<file path="src/rtl/rr_arbiter4_idx.sv">
// Four-requester round-robin arbiter with a binary-index grant output.
// The winner is presented as gnt_idx plus gnt_valid, intended to drive the
// select of a 2-to-4 decoder whose one-hot output, gated by gnt_valid, forms
// the per-requester grant lines. A grant is held until the owner pulses done,
// drops its request, or reaches the MAX_HOLD cycle limit. Every release passes
// through at least one IDLE cycle, so the decoded grant lines never hand over
// directly from one owner to another.
module rr_arbiter4_idx #(
    parameter int MAX_HOLD = 16,  // cycles a grant may be held; 0 = unlimited
    parameter int CNT_W    = 5    // hold counter width, 2**CNT_W > MAX_HOLD
) (
    input  logic       clk,
    input  logic       rst_n,
    input  logic [3:0] req,
    input  logic       done,
    output logic [1:0] gnt_idx,
    output logic       gnt_valid,
    output logic       timeout
);

    typedef enum logic {
        IDLE  = 1'b0,
        GRANT = 1'b1
    } state_t;

    // Counter value on the final permitted cycle of a grant.
    localparam logic [CNT_W-1:0] HOLD_LAST = CNT_W'((MAX_HOLD > 0) ? (MAX_HOLD - 1) : 0);
    localparam bit               HOLD_EN   = (MAX_HOLD != 0);

    state_t           state_q, state_d;
    logic [1:0]       gnt_idx_q, gnt_idx_d;
    logic [1:0]       last_q, last_d;
    logic [CNT_W-1:0] cnt_q, cnt_d;
    logic             timeout_q, timeout_d;

    logic [1:0]       winner;
    logic             winner_found;
    logic             owner_gone;
    logic             hold_hit;

    // Rotating-priority scan: last+1, last+2, last+3, then last itself.
    always_comb begin
        winner       = last_q;
        winner_found = 1'b0;
        for (int k = 1; k <= 4; k++) begin
            // The 2-bit sum wraps naturally, so k = 4 lands back on last_q.
            if (!winner_found && req[last_q + 2'(k)]) begin
                winner       = last_q + 2'(k);
                winner_found = 1'b1;
            end
        end
    end

    assign owner_gone = !req[gnt_idx_q];
    assign hold_hit   = HOLD_EN && (cnt_q == HOLD_LAST);

    // Next-state logic: arbitrate in IDLE, watch for release in GRANT.
    always_comb begin
        // NOTE: every signal driven here gets a default first, so no path
        // leaves one unassigned and no latch is inferred.
        state_d   = state_q;
        gnt_idx_d = gnt_idx_q;
        last_d    = last_q;
        cnt_d     = cnt_q;
        timeout_d = 1'b0;

        unique case (state_q)
            IDLE: begin
                // done arriving here has no owner to release and is ignored.
                if (winner_found) begin
                    gnt_idx_d = winner;
                    cnt_d     = '0;
                    state_d   = GRANT;
                end
            end
            GRANT: begin
                if (done || owner_gone || hold_hit) begin
                    // gnt_idx is left as is; it is don't-care while invalid.
                    state_d   = IDLE;
                    last_d    = gnt_idx_q;
                    // Forced release is flagged only when the limit is the sole cause.
                    timeout_d = hold_hit && !done && !owner_gone;
                end else begin
                    cnt_d = cnt_q + CNT_W'(1);
                end
            end
            default: state_d = IDLE;
        endcase
    end

    // State and output registers; last_q restarts at 3 so requester 0 wins first.
    always_ff @(posedge clk or negedge rst_n) begin
        // NOTE: sequential state uses non-blocking assignments so every flop
        // samples the pre-edge values computed by the combinational block.
        if (!rst_n) begin
            state_q   <= IDLE;
            gnt_idx_q <= 2'd0;
            last_q    <= 2'd3;
            cnt_q     <= '0;
            timeout_q <= 1'b0;
        end else begin
            state_q   <= state_d;
            gnt_idx_q <= gnt_idx_d;
            last_q    <= last_d;
            cnt_q     <= cnt_d;
            timeout_q <= timeout_d;
        end
    end

    assign gnt_idx   = gnt_idx_q;
    assign gnt_valid = (state_q == GRANT);
    assign timeout   = timeout_q;

endmodule
</file>
<file path="config.mk">
export PLATFORM = sky130hd
export DESIGN_NAME = rr_arbiter4_idx
export DESIGN_NICKNAME = d
export VERILOG_FILES = /design/src/rtl/rr_arbiter4_idx.sv
export SDC_FILE = /design/constraint.sdc
export NUM_CORES = 1
export LEC_CHECK = 0
export BUFFER_PORTS_ARGS = -buffer_cell sky130_fd_sc_hd__buf_4
export CAP_MARGIN = 20
export CELL_PAD_IN_SITES_DETAIL_PLACEMENT = 1
export CELL_PAD_IN_SITES_GLOBAL_PLACEMENT = 1
export CORE_UTILIZATION = 47
export CTS_BUF_LIST = sky130_fd_sc_hd__clkbuf_8
export DETAILED_ROUTE_END_ITERATION = 6
export PLACE_DENSITY = 0.87
export SLEW_MARGIN = 25
export SYNTH_ARGS = -nofsm -noshare
export SYNTH_HDL_FRONTEND = slang
export SYNTH_SLANG_ARGS = --single-unit
</file>
<file path="constraint.sdc">
create_clock -name clk -period 5.17 [get_ports clk]
set_input_delay 0.517 -clock clk [delete_from_list [all_inputs] [get_ports clk]]
set_output_delay 0.517 -clock clk [all_outputs]
set_load 0.01 [all_outputs]
</file>
-- After elaboration in Yosys (flattened, before gate mapping)
Cells that the tools add are included.
- word-level logic and storage cells: 59
- register bits after elaboration: 11
- output and inout bits: 4
- bits of input ports: 7
- reductions and logical operators: 15
- muxes and demuxes: 26
- $add $sub $neg: 4
- magnitude comparators: 5
- eq/ne operators: 3
- bitwise operators: 1
- operators with widths (cell ; number):
    < comparator 2 x 3 -> 1 bit, second input constant ; 5
    2-to-1 mux 1 bit ; 13
    binary-select mux 1 bit (select 2 bit) ; 5
    2-to-1 mux 5 bit ; 2
    one-hot mux 5 bit (2 select lines) ; 1
    2-to-1 mux 2 bit ; 4
    AND reduction 2 bit ; 3
    adder 5 x 1 -> 5 bit, second input constant ; 1
    equality test 5 x 4 -> 1 bit, second input constant ; 1
    logical AND 1 bit ; 5
    zero test 1 bit ; 5
    adder 2 bit, second input constant ; 2
    inequality test 2 bit, second input constant ; 2
    adder 2 x 1 -> 2 bit, second input constant ; 1
    logical OR 1 bit ; 2
    one-hot mux 1 bit (2 select lines) ; 1
    inverter 1 bit ; 1

-- Depth between registers and ports, before layout
- word-level depth: 15
- gate-level depth with buffers: 8

-- Worst setup path before layout
Ideal clock, no wire load.
- path type: reg2reg
- from: reg cnt_q[0]
- to: reg cnt_q[2]
- data arrival time: 1.835 ns
- cell stages (with the launch flop): 8
- path slack: 3.209 ns
- required time: 5.044 ns
- period minus slack after synthesis: 1.961 ns
- library setup time: 0.126 ns
- buffers on the path: 1
- path through: dfrtp_1 ha_1 and3_1 ha_1 and4bb_2 a22oi_4 buf_6 a311o_1
- cells in the longest elaborated chain, start to end: 4
- elaborated cells between the ends (all ways): 7
- classes of those cells: 1 x add/sub; 2 x eq/ne; 2 x mux; 2 x reduce/logical
- ends and longest elaborated chain (element ; RTL line ; text):
    start, declared ; 33 ; logic [CNT_W-1:0] cnt_q, cnt_d;
    start signal, assigned ; 105 ; cnt_q <= cnt_d;
    parallel branches: the longest is 4 deep, another holds adder 5 x 1 -> 5 bit ; n/a ;
Several ways; the timed one is not identified. The select of a mux whose other input is x is not followed.
A chain may end at the register's enable or synchronous reset.

-- Worst setup path after layout
Ends and elaborated chain as after synthesis.

==> results.ini <==
[routing]
routed_wl_um = 1440
via_count = 504
drt_first_pass_iters = 4
via_per_inst = 5.66
drtIter0Drc = 5
drtAntennaViolNets = 0
wl_met1_um = 670
highest_layer = met4
wl_met2_um = 697
wl_met3_um = 50
wl_per_cell_um = 16.1
drcViolationCount = 0

[yosys]
netlist_area_um2 = 662
synth_cells = 61
yosysUniqueCellTypes = 26
synth.most_common_cell = dfrtp_1
synth_top_cell_by_area = dfrtp_1
yosysWarningCount = 0
synth_top_area_share_pct = 34.0
synth_nets = 70
ys_dominant_reg_cell = dfrtp_1
async_flop_share_pct = 100
ys_seq_area_share_pct = 42.0
synth_seq_cells = 11
synth_edf_count = 0
synth.top_cells.by_area = dfrtp_1, dfstp_2, mux2_2, nand3_1, mux2_4
synth_common_cells = dfrtp_1, nand3_1, nor2_1
postSynthAreaPerCell_um2 = 10.9

[setup_path]
critical_path_class = flip-flop to flip-flop
required_ns = 5.28
crit-reg2reg-launch = cnt_q[0]
crit_path_start = cnt_q[0]
cp_cell_sequence = ha_1, and3_1, ha_1, and4bb_2, a22oi_4, nor3b_1, a311o_1
crit_top_cell = ha_1
critPathCaptureType = flip-flop
slowest_stage = dfrtp_1
critPathMaxFanout = 13
slowest_delay_ns = 0.39
critPathArrivalTime_ns = 2.29
cp-start-kind = flip-flop

[sta]
worst_pin_slew_ns = 0.343
fin_crit_sh_pct = 42.0
relSlewSlack_pct = 77.1
drv_slew = 0
finClkSkew_ns = 0.00478
fin_crit_ns = 2.17
setup_viol = 0
final-hold-violation-count = 0
rsz0062_at_grt = no
final.setup.tns_ns = 0
whs_ns = 0.0968
fmaxAchievable_mhz = 460

[place]
place_congestion = 0.758
hpwlAfterDp_um = 1110
dp.cells = 85
io_buffers = 10

[grt]
grt_pass1_vias = 489
track_usage_pct = 22.8
grt_pass1_wl_um = 2260
gr-total-overflow = 0
grt_start_max_net_pins = 14
antenna_found_initial = 0

[clock_tree]
cts_tree = yes
post_cts_buffers = 0
postCtsHoldBufs = 0
clkLatencyLatePin_ns = 0.24
cts.sinks = 11
htreeDepth = 1
root_buffer = clkbuf_8
cts_buffers = 3
cts.repair.resized = 0
cts_buffer_depth = 2
path_clk_slew_ns = 0.05

[die]
io-pin-count = 11
chipHeight_um = 39.5
coreArea_um2 = 1300
die_width_um = 39.5
rows = 13
start_util_pct = 50.9
die_area_um2 = 1560

[power]
power.switching_uw = 145
leakage_uw = 0.000377
pwr-share-clk_pct = 21.3
combPwrFrac_pct = 38.5
power.share.sequential_pct = 40.2
power_density_nw_per_um2 = 507
swShare_pct = 36.1
vdd_drop_max_mv = 0.326
power.internal_uw = 256
totalPowerFinal_uw = 401

[layout]
stdcell_count = 89
finalCoreUtilization_pct = 60.7
nets = 84
areaGrowthSynthToFinish_pct = 19.3
antenna_cells = 0
drive_above_1_share_pct = 32.4
nFillCells = 148

[min_path]
min_path_type = input pin to async pin

[job]
maxCapViolCount = 0

[outcome]
status = complete, no violations

-- metrics by stage --
step | setup slack [ns] | instance area (um^2)
global route | 2.87 | 790
global placement | 3.15 | 744
finish | 3.00 | 790
floorplan | 3.21 | 662
detailed placement | 3.01 | 744
CTS | 3.01 | 790
-- critical path: cells and delay by family (launching register included) --
kind                     cells  cell delay [ns]
flip-flops                   1             0.39
adder cells (fa/ha/maj)      2             0.45
AO/OA/AOI/OAI                2             0.63
AND/OR/NAND/NOR              3             0.57
-- final cells by class --
class,count,area [um^2],share of cell area (%)
clock buffers,3,41.3,5.23
clock inverters,1,3.75,0.475
inverters,4,15.0,1.90
multi-input cells,45,358,45.3
flip-flops and latches,11,278,35.2
well taps,15,18.8,2.38
repair buffers,10,75.1,9.51
-- kinds of logic after synthesis --
logic type | Yosys count | share of synthesized area, %
fa+ha+maj | 2 | 3.78
flops | 11 | 42.0
compound gates | 13 | 16.1
buf+inv | 5 | 3.97
simple gates | 23 | 21.5
mux | 7 | 12.7
-- path summary, 6_finish.rpt --
| check | endpoint | slack [ns] | depth (start not counted) |
|---|---|---|---|
| max | cnt_q[2] | 3.00 | 7 |
| min | timeout | 0.1 | 1 |
| max reg2reg | cnt_q[2] | 3.00 | 7 |
| min reg2reg | cnt_q[4] | 0.51 | 2 |
| max in group asynchronous | last_q[1] | 4.85 | 1 |
| min in group clk | timeout | 0.48 | 2 |
-- metal layers --
metal,up-vias,track usage (%)
li1,252,-
met1,241,29.5
met2,9,36.9
met3,2,6.82
met4,0,5.17
met5,-,0
-- sequential cells by signal, summed over array words and instances (netlist names) --
signal     count
cnt_q          5
gnt_idx        2
gnt_valid      1
last_q         2
timeout        1
-- power groups by stage --
| stage | clock network, uW | registers [uW] | logic (uW) |
|---|---|---|---|
| after CTS | 86.3 | 161 | 156 |
| after global placement | 0 | 160 | 152 |
| final | 85.3 | 161 | 154 |
| after global routing | 90.1 | 168 | 170 |
| after floorplan | 0 | 157 | 112 |
| after detailed placement | 0 | 162 | 156 |
-- layout by cell type, fill, tap and decap left out, drive strengths merged --
master,count
dfrtp,9
nand2,3
ha,2
nor3b,2
nor2,5
o221ai,1
nand3b,2
a22o,1
o21ai,4
inv,5
and4bb,1
nor3,2
mux2i,2
a21oi,1
buf,10
nand3,6
a21o,1
a31oi,1
clkbuf,3
mux2,5
and3,1
a22oi,2
nor4b,1
a311o,2
dfstp,2
(Power assumes the default switching activity.)
